### src/rtl/stream_fifo_flushable.sv
// Valid/ready stream FIFO with optional fall-through, synchronous flush/clear
// and a registered occupancy count.
module stream_fifo_flushable #(
    parameter type          T           = logic,
    parameter int unsigned  Depth       = 4,
    parameter bit           FallThrough = 1'b0,
    localparam int unsigned CntW        = $clog2(Depth + 1)
) (
    input  logic            clk_i,
    input  logic            rst_i,
    input  logic            clr_i,
    input  logic            flush_i,
    input  logic            valid_i,
    output logic            ready_o,
    input  T                data_i,
    output logic            valid_o,
    input  logic            ready_i,
    output T                data_o,
    output logic [CntW-1:0] usage_o
);
    // A single-entry FIFO still needs a 1-bit pointer to index its storage.
    localparam int unsigned     PtrW    = (Depth > 1) ? $clog2(Depth) : 1;
    localparam logic [PtrW-1:0] LastPtr = PtrW'(Depth - 1);
    localparam logic [CntW-1:0] FullCnt = CntW'(Depth);

    T                mem_r [Depth];
    logic [PtrW-1:0] wr_ptr_r;
    logic [PtrW-1:0] rd_ptr_r;
    logic [CntW-1:0] usage_r;

    logic full_s;
    logic empty_s;
    logic block_s;
    logic push_s;
    logic pop_s;
    logic bypass_s;
    logic wr_en_s;
    logic rd_en_s;

    // Handshake and datapath decode; a same-cycle pass-through never touches storage.
    always_comb begin
        full_s   = (usage_r == FullCnt);
        empty_s  = (usage_r == {CntW{1'b0}});
        block_s  = flush_i | clr_i;
        ready_o  = !full_s && !block_s;
        valid_o  = (!empty_s || (FallThrough && valid_i)) && !block_s;
        push_s   = valid_i && ready_o;
        pop_s    = valid_o && ready_i;
        bypass_s = FallThrough && empty_s && push_s && pop_s;
        wr_en_s  = push_s && !bypass_s;
        rd_en_s  = pop_s && !bypass_s;
        if (FallThrough && empty_s) begin
            data_o = data_i;
        end else begin
            data_o = mem_r[rd_ptr_r];
        end
    end

    // Pointer and occupancy state; pointers wrap explicitly for non-power-of-two depths.
    always_ff @(posedge clk_i or posedge rst_i) begin
        if (rst_i) begin
            wr_ptr_r <= {PtrW{1'b0}};
            rd_ptr_r <= {PtrW{1'b0}};
            usage_r  <= {CntW{1'b0}};
        end else if (block_s) begin
            wr_ptr_r <= {PtrW{1'b0}};
            rd_ptr_r <= {PtrW{1'b0}};
            usage_r  <= {CntW{1'b0}};
        end else begin
            if (wr_en_s) begin
                wr_ptr_r <= (wr_ptr_r == LastPtr) ? {PtrW{1'b0}} : wr_ptr_r + PtrW'(1);
            end
            if (rd_en_s) begin
                rd_ptr_r <= (rd_ptr_r == LastPtr) ? {PtrW{1'b0}} : rd_ptr_r + PtrW'(1);
            end
            usage_r <= usage_r + CntW'(wr_en_s) - CntW'(rd_en_s);
        end
    end

    // Payload storage is deliberately left out of reset.
    always_ff @(posedge clk_i) begin
        if (wr_en_s) begin
            mem_r[wr_ptr_r] <= data_i;
        end
    end

    assign usage_o = usage_r;

endmodule

### config.mk
export PLATFORM = sky130hd
export DESIGN_NAME = stream_fifo_flushable
export DESIGN_NICKNAME = d
export VERILOG_FILES = /design/src/rtl/stream_fifo_flushable.sv
export SDC_FILE = /design/constraint.sdc
export NUM_CORES = 1
export LEC_CHECK = 0
export CORE_MARGIN = 4
export CORE_UTILIZATION = 45
export DETAILED_ROUTE_END_ITERATION = 16
export PLACE_DENSITY_LB_ADDON = 0.08
export SYNTH_ARGS = -nofsm -noshare
export SYNTH_HDL_FRONTEND = slang
export SYNTH_SLANG_ARGS = --single-unit
export TNS_END_PERCENT = 100
### constraint.sdc
create_clock -name clk_i -period 5.2 [get_ports clk_i]
set_clock_uncertainty 0.15 [all_clocks]
set_input_delay 0.52 -clock clk_i [delete_from_list [all_inputs] [get_ports clk_i]]
set_output_delay 0.52 -clock clk_i [all_outputs]
set_load 0.1 [all_outputs]
# Word-level counts from Yosys, hierarchy flattened
# Memory sizes are Yosys's and may differ from the RTL's.
# Index checks and enable logic that the tools add are counted.
# Widths: inputs -> output; s select.
[word_totals]
regBits = 7
latchBits = 0
n_memories = 1
mem_bits_ro = 0
ram_bits = 4
wordCells = 31
inputBits = 7
[memory_table]
columns = ["memory", "words", "width", "rd", "rd_clocked_by_memory_dff", "wr", "line_no", "source"]
rows = [
  ["mem_r", 4, 1, 1, 0, 1, "26", "T mem_r [Depth];"],
]
[classes]
div_mod_pow = 0
n_shift = 0
eq_ne = 3
n_mul = 0
bitwise = 1
add_sub_neg = 4
magnitude_cmp = 0
n_reduce_logical = 10
muxes = 9
[op_table]
columns = ["operator", "n"]
rows = [
  ["$mux 2", 6],
  ["$add 2x1->2 const B", 2],
  ["$eq 2x2->1 const B", 2],
  ["$logic_and 1x1->1", 4],
  ["$reduce_bool 2->1", 2],
  ["$add 3x1->3", 1],
  ["$eq 3x3->1 const B", 1],
  ["$logic_not 1->1", 3],
  ["$logic_not 3->1", 1],
  ["$mux 3", 1],
  ["$sub 3x1->3", 1],
  ["$mux 1", 2],
  ["$or 1x1->1", 1],
]

# Logic depth before layout (Yosys ltp)
# Gate-level depths: netlist (run 1).
[logic_depth]
depth_word = 7
ltp_mapped = 12

# Worst setup path before layout (run 1)
# Ideal clock, no wire load.
[synth_path]
path_type = "register -> register"
start = "reg usage_r[2], in the netlist usage_o[2]"
end = "reg usage_r[2], in the netlist usage_o[2]"
setup_ns = 0.119
n_path_buf = 1
synth_period_minus_slack_ns = 3.287
setup_slack_ns = 1.913
t_arrival_ns = 3.018
t_required_ns = 4.931
stages_incl_launch_ff = 13
path_cell_list = "dfrtp_1 > or3b_1 > and3_1 > buf_6 > inv_1 > ha_1 > inv_1 > ha_1 > inv_1 > fa_1 > xnor2_1 > xnor2_1 > and2_1"
[synth_via]
elab_chain_cells = 7
[synth_rtl]
columns = ["element", "line_no", "source"]
rows = [
  ["start: declaration", "29", "logic [CntW-1:0] usage_r;"],
  ["start signal: assignment", "64", "usage_r <= {CntW{1'b0}};"],
  ["start signal: assignment", "68", "usage_r <= {CntW{1'b0}};"],
  ["start signal: assignment", "76", "usage_r <= usage_r + CntW'(wr_en_s) - CntW'(rd_en_s);"],
  ["$eq 3x3->1", "42", "full_s = (usage_r == FullCnt);"],
  ["$logic_not 1->1", "45", "ready_o = !full_s && !block_s;"],
  ["$logic_and 1x1->1", "45", ""],
  ["$logic_and 1x1->1", "47", "push_s = valid_i && ready_o;"],
  ["$add 3x1->3", "76", ""],
  ["$sub 3x1->3 (*)", "76", ""],
  ["$mux 3 (*)", "65", "end else if (block_s) begin"],
]
# Mark *: on every way between the ends. The rest lies on a longest branch, timed or not.
# A chain may end at the register's enable or synchronous reset.

# Final worst setup path (run 1)
[layout_path]
start = "in clr_i"
end = "out ready_o"
[layout_via]
elab_chain_cells = 3
[layout_rtl]
columns = ["element", "line_no", "source"]
rows = [
  ["start: declaration", "11", "input logic clr_i,"],
  ["$or 1x1->1", "44", "block_s = flush_i | clr_i;"],
  ["$logic_not 1->1", "45", ""],
  ["$logic_and 1x1->1", "45", ""],
  ["end: declaration", "14", "output logic ready_o,"],
]
# Every way passes these cells.

==> results of run 1 <==
[final timing paths]
path,depth (start not counted),endpoint
setup / recovery,4,ready_o
hold / removal,2,rd_ptr_r[0]
setup reg to reg,11,usage_o[2]
hold reg to reg,2,rd_ptr_r[1]
max in group asynchronous,2,wr_ptr_r[1]
min in group clk_i,2,rd_ptr_r[1]
[final cells by class]
| class | count | area [sq um] | share of cell area, % |
|---|---|---|---|
| Multi-Input combinational cell | 34 | 305 | 38.4 |
| Tap cell | 15 | 18.8 | 2.36 |
| Sequential cell | 11 | 295 | 37.1 |
| Inverter | 8 | 30.0 | 3.77 |
| Clock buffer | 4 | 26.3 | 3.30 |
| Timing Repair Buffer | 12 | 120 | 15.1 |
[per-layer routing]
layer | routed length, microns | vias up
met5 | 0 | -
met4 | 0 | 0
met3 | 52 | 0
met2 | 441 | 7
met1 | 443 | 178
li1 | - | 211
[registers in the layout (all words and copies together) (netlist names)]
register  cells
wr_ptr_r      2
rd_ptr_r      2
usage_o       3
mem_r         4
[cell usage in the layout (no fill, tap or decap), drive strengths merged]
master and count:
or3b 1, clkdlybuf4s50 12, mux4 1, or2 1, clkbuf 4, nor2 1, o22ai 1, o31a 1
ha 7, dfrtp 7, edfxtp 4, inv 8, nand2 4, xnor2 2, o311a 1, fa 1
mux2i 3, nand4b 1, and2 7, nor3 1, and3 1
[power groups by stage]
| stage | registers, W | logic (W) | clock network [W] |
|---|---|---|---|
| after floorplan | 0.0000960 | 0.0000131 | 0 |
| after global placement | 0.0000942 | 0.0000226 | 0 |
| after detailed placement | 0.0000942 | 0.0000230 | 0 |
| after CTS | 0.0000924 | 0.0000230 | 0.0000608 |
| after global routing | 0.0000927 | 0.0000246 | 0.0000653 |
| final | 0.0000924 | 0.0000227 | 0.0000583 |
[worst max-delay path: cells and delay by family]
kind	cells	cell delay, ns
buffers and inverters	2	1.55
and+or+nand+nor	2	0.74
[logic make-up (layout without fill, tap and decap cells)]
kind of cell | count (synthesis) | in the layout | share of synthesized area [%]
flip-flops | 11 | 11 | 45.7
buffers and inverters | 10 | 24 | 6.98
multiplexers | 4 | 4 | 8.14
AO/OA/AOI/OAI | 3 | 3 | 4.26
XOR/XNOR | 2 | 2 | 2.71
adder cells (fa/ha/maj) | 8 | 8 | 16.7
AND/OR/NAND/NOR | 17 | 17 | 15.5
[through the flow]
stage | total power (W) | utilization (%) | setup WS, ns | std cells
2_1_floorplan | 0.000109 | - | 1.91 | 55
6_report | 0.000173 | 59.7 | 1.73 | 84
5_1_grt | 0.000183 | 59.7 | 1.59 | 84
3_3_place_gp | 0.000117 | 57.7 | 1.73 | 80
4_1_cts | 0.000176 | 59.7 | 1.71 | 84
3_5_place_dp | 0.000117 | 57.7 | 1.72 | 80
==> results.toml, run 1 <==
[timing]
fin_crit_ns = 3.47
setup_tns_ns = 0
drv_slew = 0
whs_ns = 0.328
setup_viol = 0
max_freq_mhz = 288
rsz0062_at_grt = "no"
relSlewSlack_pct = 34.4
fin_crit_sh_pct = 66.8
tightest_slew_ns = 0.980
finalHoldViolCount = 0

[worst_setup_path]
rr_startpoint = "usage_o[1]"
r2r_slack_ns = 2.45
end_kind = "primary output"
cp-startpoint = "clr_i"
crit_path_frequent_cell = "clkdlybuf4s50_1"
cp-start-kind = "primary input"
criticalPathCategory = "primary input to primary output"
cp_slowest_cell = "clkdlybuf4s50_1"
cp_cell_sequence = "clkdlybuf4s50_1 -> nor2_1 -> and2_2 -> clkdlybuf4s50_1"
critPathMaxStageDelay_ns = 1.13
cp.required_ns = 4.53
cp.arrival_ns = 2.80
path_max_fanout = 11

[run_status]
status = "complete, no violations"

[detailed_routing]
ant_nets = 0
routed_wirelength_microns = 937
wire_per_inst_microns = 11.2
remaining_drc_errors = 0
vias_per_cell = 4.71
num_vias = 396
firstDrtPassIters = 4
initialDrtViolationCount = 6

[placement]
place.gp.congestion = 0.722
placed_cell_area_sq_um = 769
io_buffers = 12
dp_hpwl_microns = 754

[logic_synthesis]
synthArstFlopShare_pct = 63.6
synth_edf_count = 4
synthTopCellsByCount = "inv_1, dfrtp_1, ha_1, and2_1"
yosysMostFrequentCell = "inv_1"
syn_area_per_cell_sq_um = 11.7
yosysTopAreaCellShare_pct = 27.1
yosysWarnings = 0
ys_types = 22
synth_area_leader_cell = "dfrtp_1"
synth-seq-cells = 11
syn-num-nets = 70
synthCells = 55
yosysSeqAreaShare_pct = 45.7
synth_ff_type = "dfrtp_1"
synth_area_sq_um = 646
synth.top_cells.by_area = "dfrtp_1, edfxtp_1, ha_1"

[clock_network]
cts.sinks = 11
cts.clk_slew.worst_paths_ns = 0.07
cts_buffers = 3
clk-insertion-delay-late_ns = 0.27
postCtsResizedCells = 0
ctsRootBufferMaster = "clkbuf_4"
postCtsSetupRepairBufs = 0
cts_hold_buffers = 0
htree_levels = 1
clock_path_buffers = 2
cts_tree = "yes"

[power_and_ir_drop]
swShare_pct = 25.2
internal-power_w = 0.000130
pwr_density_cell_nw_per_um2 = 218
clkPwrFrac_pct = 33.6
power_switching_w = 0.0000437
p_leak_nw = 0.354
ir_drop_uv = 141
pwr-share-comb_pct = 13.1
p_seq_share_pct = 53.3

[job]
drv_cap = 0

[finish]
n_antenna_cell = 0
final_area_sq_um = 796
drive_above_1_share_pct = 13.0
area_growth_pct = 23.3
fin_nets = 85
fill_cells = 111

[global_routing]
grt_pass1_vias = 378
grt-ovfl-total = 0
grt_use_met3_pct = 7.11
grt_use_met2_pct = 16.5
antenna_found_initial = 0
grt_start_max_net_pins = 12
grt_pass1_wl_microns = 1550
grt-busiest-layer = "met2"
gr-usage-all-layers_pct = 10.9
grtUsageMet1_pct = 12.5

[floorplan]
die_area_sq_um = 2100
core_sq_um = 1330
num_io_pins = 13
initial_core_util_pct = 48.4
die_x_microns = 45.9
die_h_microns = 45.9
rows = 13

[min_path]
hp-class = "primary input to async pin"
Power figures use the tool's default switching activity.
==> run 2: changes to the inputs <==
clock period = 3.4 ns   (was 5.2 ns; I/O delays follow)
==> results.toml, run 2 (synthesized netlist as in run 1, its figures left out) <==
[run_status]
status = "complete, no violations"

[worst_setup_path]
cp.arrival_ns = 2.81
cp_slowest_cell = "clkdlybuf4s50_1"
end_kind = "flip-flop"
path_delay_family = "simple AND/OR/NAND/NOR gates"
path_max_fanout = 7
cp_cell_sequence = "clkdlybuf4s50_1 -> nor2_1 -> and3_1 -> inv_1 -> ha_1 -> inv_1 -> ha_1 -> inv_1 -> fa_1 -> xnor2_1 -> xnor2_1 -> and2_1"
cp.required_ns = 3.41
path_depth = 12
rr_startpoint = "usage_o[1]"
crit_path_frequent_cell = "inv_1"
path_buf_inv = 4
critPathMaxStageDelay_ns = 0.42
regToRegEndpoint = "usage_o[2]"
cp-startpoint = "clr_i"
r2r_cells = 11
criticalPathCategory = "primary input to flip-flop"
cp-endpoint = "usage_o[2]"
r2r_slack_ns = 0.66
cp-start-kind = "primary input"

[finish]
drive_above_1_share_pct = 17.1
largest_reg_flops = 4
layout_commonest_cell = "clkdlybuf4s50_1"
n_antenna_cell = 0
fin_nets = 86
final_area_sq_um = 798
final_cell_mix = "clkdlybuf4s50_1, inv_1, ha_1, dfrtp_1, and2_1"
area_growth_pct = 23.6
max_flop_register = "mem_r"
seq_area_sq_um = 295
multiInputGateArea_sq_um = 305
fill_cells = 112

[power_and_ir_drop]
swShare_pct = 24.7
pwr_density_cell_nw_per_um2 = 331
ir_drop_uv = 316
power_switching_w = 0.0000652
internal-power_w = 0.000199
p_seq_share_pct = 53.6
p_leak_nw = 0.362
pwr-share-comb_pct = 13.4
clkPwrFrac_pct = 32.9

[timing]
drv_slew = 0
fin_crit_ns = 2.80
max_freq_mhz = 357
rsz0062_at_grt = "no"
fin_crit_sh_pct = 82.3
relSlewSlack_pct = 34.9
setup_viol = 0
worst_slack_ns = 0.601
finalHoldViolCount = 0
tightest_slew_ns = 0.973
setup_tns_ns = 0

[clock_network]
ctsRootBufferMaster = "clkbuf_4"
cts_tree = "yes"
postCtsResizedCells = 0
postCtsSetupRepairBufs = 0
cts_hold_buffers = 0
clk-insertion-delay-late_ns = 0.26
htree_levels = 1
cts.clk_slew.worst_paths_ns = 0.07
cts_buffers = 3
clock_path_buffers = 2
cts.sinks = 11

[floorplan]
core_sq_um = 1330
num_io_pins = 13
die_h_microns = 45.9
rows = 13
die_x_microns = 45.9
die_area_sq_um = 2100
initial_core_util_pct = 48.4

[detailed_routing]
num_vias = 420
routed_wirelength_microns = 1060
vias_per_cell = 4.94
remaining_drc_errors = 0
firstDrtPassIters = 6
ant_nets = 0
wire_per_inst_microns = 12.5
initialDrtViolationCount = 3

[placement]
preCtsSetupSlack_ns = 0.308
dp_hpwl_microns = 871
place.gp.congestion = 0.705
io_buffers = 12
placed_cell_area_sq_um = 772

[global_routing]
gr-usage-all-layers_pct = 12.4
grt-ovfl-total = 0
grt_pass1_vias = 426
antenna_found_initial = 0
grt_pass1_wl_microns = 1820
grt_start_max_net_pins = 8

[job]
drv_cap = 0

[min_path]
hp-class = "primary input to async pin"
run 2: cell count changes in the layout (fill, tap and decap cells not counted):
cell	change
buf_4	+3
clkdlybuf4s50_1	-2
run 2: worst min-delay path by stage:
stage                      from           to  slack (ns)  cells past startpoint
finish                    rst_i   usage_o[2]        0.16                      2
global route              rst_i   usage_o[2]        0.18                      2
CTS                       rst_i   usage_o[2]        0.17                      2
detailed placement  wr_ptr_r[0]  wr_ptr_r[0]        0.41                      1
global placement    rd_ptr_r[1]  rd_ptr_r[1]        0.40                      2
floorplan                 rst_i  rd_ptr_r[0]      -0.007                      1
run 2: per-stage QoR:
| stage | hold WS (ns) | total power, W | cells | utilization (%) |
|---|---|---|---|---|
| after detailed placement | 0.411 | 0.000180 | 81 | 57.9 |
| after floorplan | -0.00660 | 0.000167 | 55 | - |
| after CTS | 0.166 | 0.000267 | 85 | 59.8 |
| after global placement | 0.402 | 0.000180 | 81 | 57.9 |
| final | 0.156 | 0.000264 | 85 | 59.8 |
| after global routing | 0.184 | 0.000277 | 85 | 59.8 |
run 2: power by group through the flow:
stage                     clock network [W]  logic [W]  registers, W
after floorplan                           0  0.0000201      0.000147
after global placement                    0  0.0000354      0.000144
after detailed placement                  0  0.0000359      0.000144
after CTS                         0.0000897  0.0000360      0.000141
after global routing              0.0000966  0.0000392      0.000142
final                             0.0000869  0.0000354      0.000141
run 2: layer usage:
metal | track usage [%] | up-vias | part of all wire, %
met5 | 0 | - | 0
met1 | 15.4 | 204 | 45
met2 | 20.1 | 5 | 51
met3 | 5.93 | 0 | 3.6
met4 | 1.70 | 0 | 0
li1 | - | 211 | -
run 2: layout make-up:
cell class              instances  area share [%]
inverters                       8            3.76
well taps                      15            2.35
clock buffers                   4            3.29
flip-flops and latches         11            37.0
multi-input cells              34            38.2
repair buffers                 13            15.4
==> run 3: changes to the inputs <==
CORE_UTILIZATION = 43   (was 45)
clock period = 2.4 ns   (was 3.4 ns; I/O delays follow)
==> results.toml, run 3 (synthesized netlist as in run 1, its figures left out) <==
[worst_setup_path]
cp.arrival_ns = 2.59
regToRegEndpoint = "usage_o[2]"
rr_startpoint = "usage_o[1]"
path_max_fanout = 4
cp-startpoint = "usage_o[1]"
cp-start-kind = "flip-flop"
criticalPathCategory = "flip-flop to flip-flop"
cp.required_ns = 2.41
end_kind = "flip-flop"
r2r_slack_ns = -0.18
r2r_cells = 11
cp-endpoint = "usage_o[2]"

[clock_network]
clk-insertion-delay-late_ns = 0.27
cts_hold_buffers = 0
cts_tree = "yes"
cts.clk_slew.worst_paths_ns = 0.07
ctsRootBufferMaster = "clkbuf_4"
cts_buffers = 3
clock_path_buffers = 2
htree_levels = 1
cts.sinks = 11

[finish]
final_cell_mix = "buf_4, clkdlybuf4s50_1, inv_1, and2_1, ha_1"
fin_nets = 95
layout_commonest_cell = "buf_4"
area_growth_pct = 45.5
n_antenna_cell = 0
drive_above_1_share_pct = 46.8
fin_cells = 94
max_flop_register = "mem_r"
largest_reg_flops = 4
fin_util_pct = 69.6

[timing]
rsz0062_at_grt = "yes"
whs_ns = 0.0616
tightest_slew_ns = 0.297
fin_crit_ns = 2.58
finalHoldViolCount = 0
max_freq_mhz = 388
setup_tns_ns = -0.177
relSlewSlack_pct = 80.1
worst_slack_ns = -0.177
setup_viol = 1
fin_crit_sh_pct = 107
drv_slew = 0

[global_routing]
antenna_found_initial = 0
grt_start_max_net_pins = 8
grt-ovfl-total = 0
gr-usage-all-layers_pct = 14.7
grt_pass1_wl_microns = 2110
grt_pass1_vias = 489

[floorplan]
initial_core_util_pct = 47.8
die_area_sq_um = 2190
die_x_microns = 46.8
num_io_pins = 13
rows = 13
core_sq_um = 1350
die_h_microns = 46.8

[power_and_ir_drop]
ir_drop_uv = 312
pwr-share-comb_pct = 16.1
swShare_pct = 25.2
p_seq_share_pct = 51.7
p_leak_nw = 0.416
pwr_density_cell_nw_per_um2 = 412
power_switching_w = 0.0000978
internal-power_w = 0.000290
clkPwrFrac_pct = 32.2

[detailed_routing]
remaining_drc_errors = 0
ant_nets = 0
initialDrtViolationCount = 7
vias_per_cell = 5.03
routed_wirelength_microns = 1240
wire_per_inst_microns = 13.2
firstDrtPassIters = 4
num_vias = 473

[run_status]
status = "complete, but fails checks"
violations = "setup timing"

[placement]
dp_cells = 89
dp_hpwl_microns = 948
preCtsSetupSlack_ns = -0.324
io_buffers = 12
place.gp.congestion = 0.723

[min_path]
hp-class = "primary input to async pin"

[job]
drv_cap = 0
## run 3: cell types whose count changed in the layout (fill, tap and decap cells not counted), moves of 3 or more
cell	previous run	this run
buf_4	3	14
clkdlybuf4s50_1	10	6
dfrtp_1	7	4
dfrtp_4	0	3
inv_1	8	5
## run 3: repair_timing
item                       in CTS  in global routing
pin swaps                       0                  7
setup endpoints to repair       1                  2
gates resized for setup         1                 10
setup buffers                   0                  1
## run 3: power groups by stage
stage          Combinational (W)  Sequential [W]  Clock, W
3_3_place_gp           0.0000572        0.000204         0
6_report               0.0000625        0.000200  0.000125
4_1_cts                0.0000588        0.000200  0.000130
5_1_grt                0.0000678        0.000201  0.000142
3_5_place_dp           0.0000583        0.000204         0
2_1_floorplan          0.0000285        0.000209         0
## run 3: final cells by class
type	count	area, sq um
Fill cell	96	410
Sequential cell	11	307
Timing Repair Buffer	22	205
Inverter	8	35.0
Clock buffer	4	26.3
Tap cell	15	18.8
Multi-Input combinational cell	34	348
## run 3: worst min-delay path by stage
| stage | start | endpoint | slack [ns] |
|---|---|---|---|
| finish | rst_i | usage_o[1] | 0.06 |
| CTS | rst_i | usage_o[2] | 0.07 |
| global placement | rst_i | rd_ptr_r[0] | 0.35 |
| global route | rst_i | usage_o[0] | 0.08 |
| detailed placement | rst_i | usage_o[1] | 0.36 |
| floorplan | rst_i | rd_ptr_r[0] | -0.11 |
## run 3: stage by stage
stage	power [W]	cell area, sq um
after floorplan	0.000237	659
after global placement	0.000261	861
after detailed placement	0.000263	861
after CTS	0.000389	895
after global routing	0.000410	940
final	0.000388	940
## run 3: critical path, stage by stage (launching register included)
cell and delay, ns:
dfrtp_4 0.50, or3b_4 0.40, and3_4 0.17, inv_4 0.05
ha_4 0.19, inv_4 0.05, ha_4 0.12, inv_2 0.03
fa_2 0.39, xnor2_2 0.15, xnor2_1 0.12, and2_1 0.13
## run 3: per-layer routing
layer / vias up / track usage [%] / wire, microns
met4: 0 / 6.63 / 21
met1: 230 / 15.7 / 497
met2: 7 / 25.3 / 658
met3: 4 / 6.13 / 59
met5: - / 0 / 0
li1: 232 / - / -
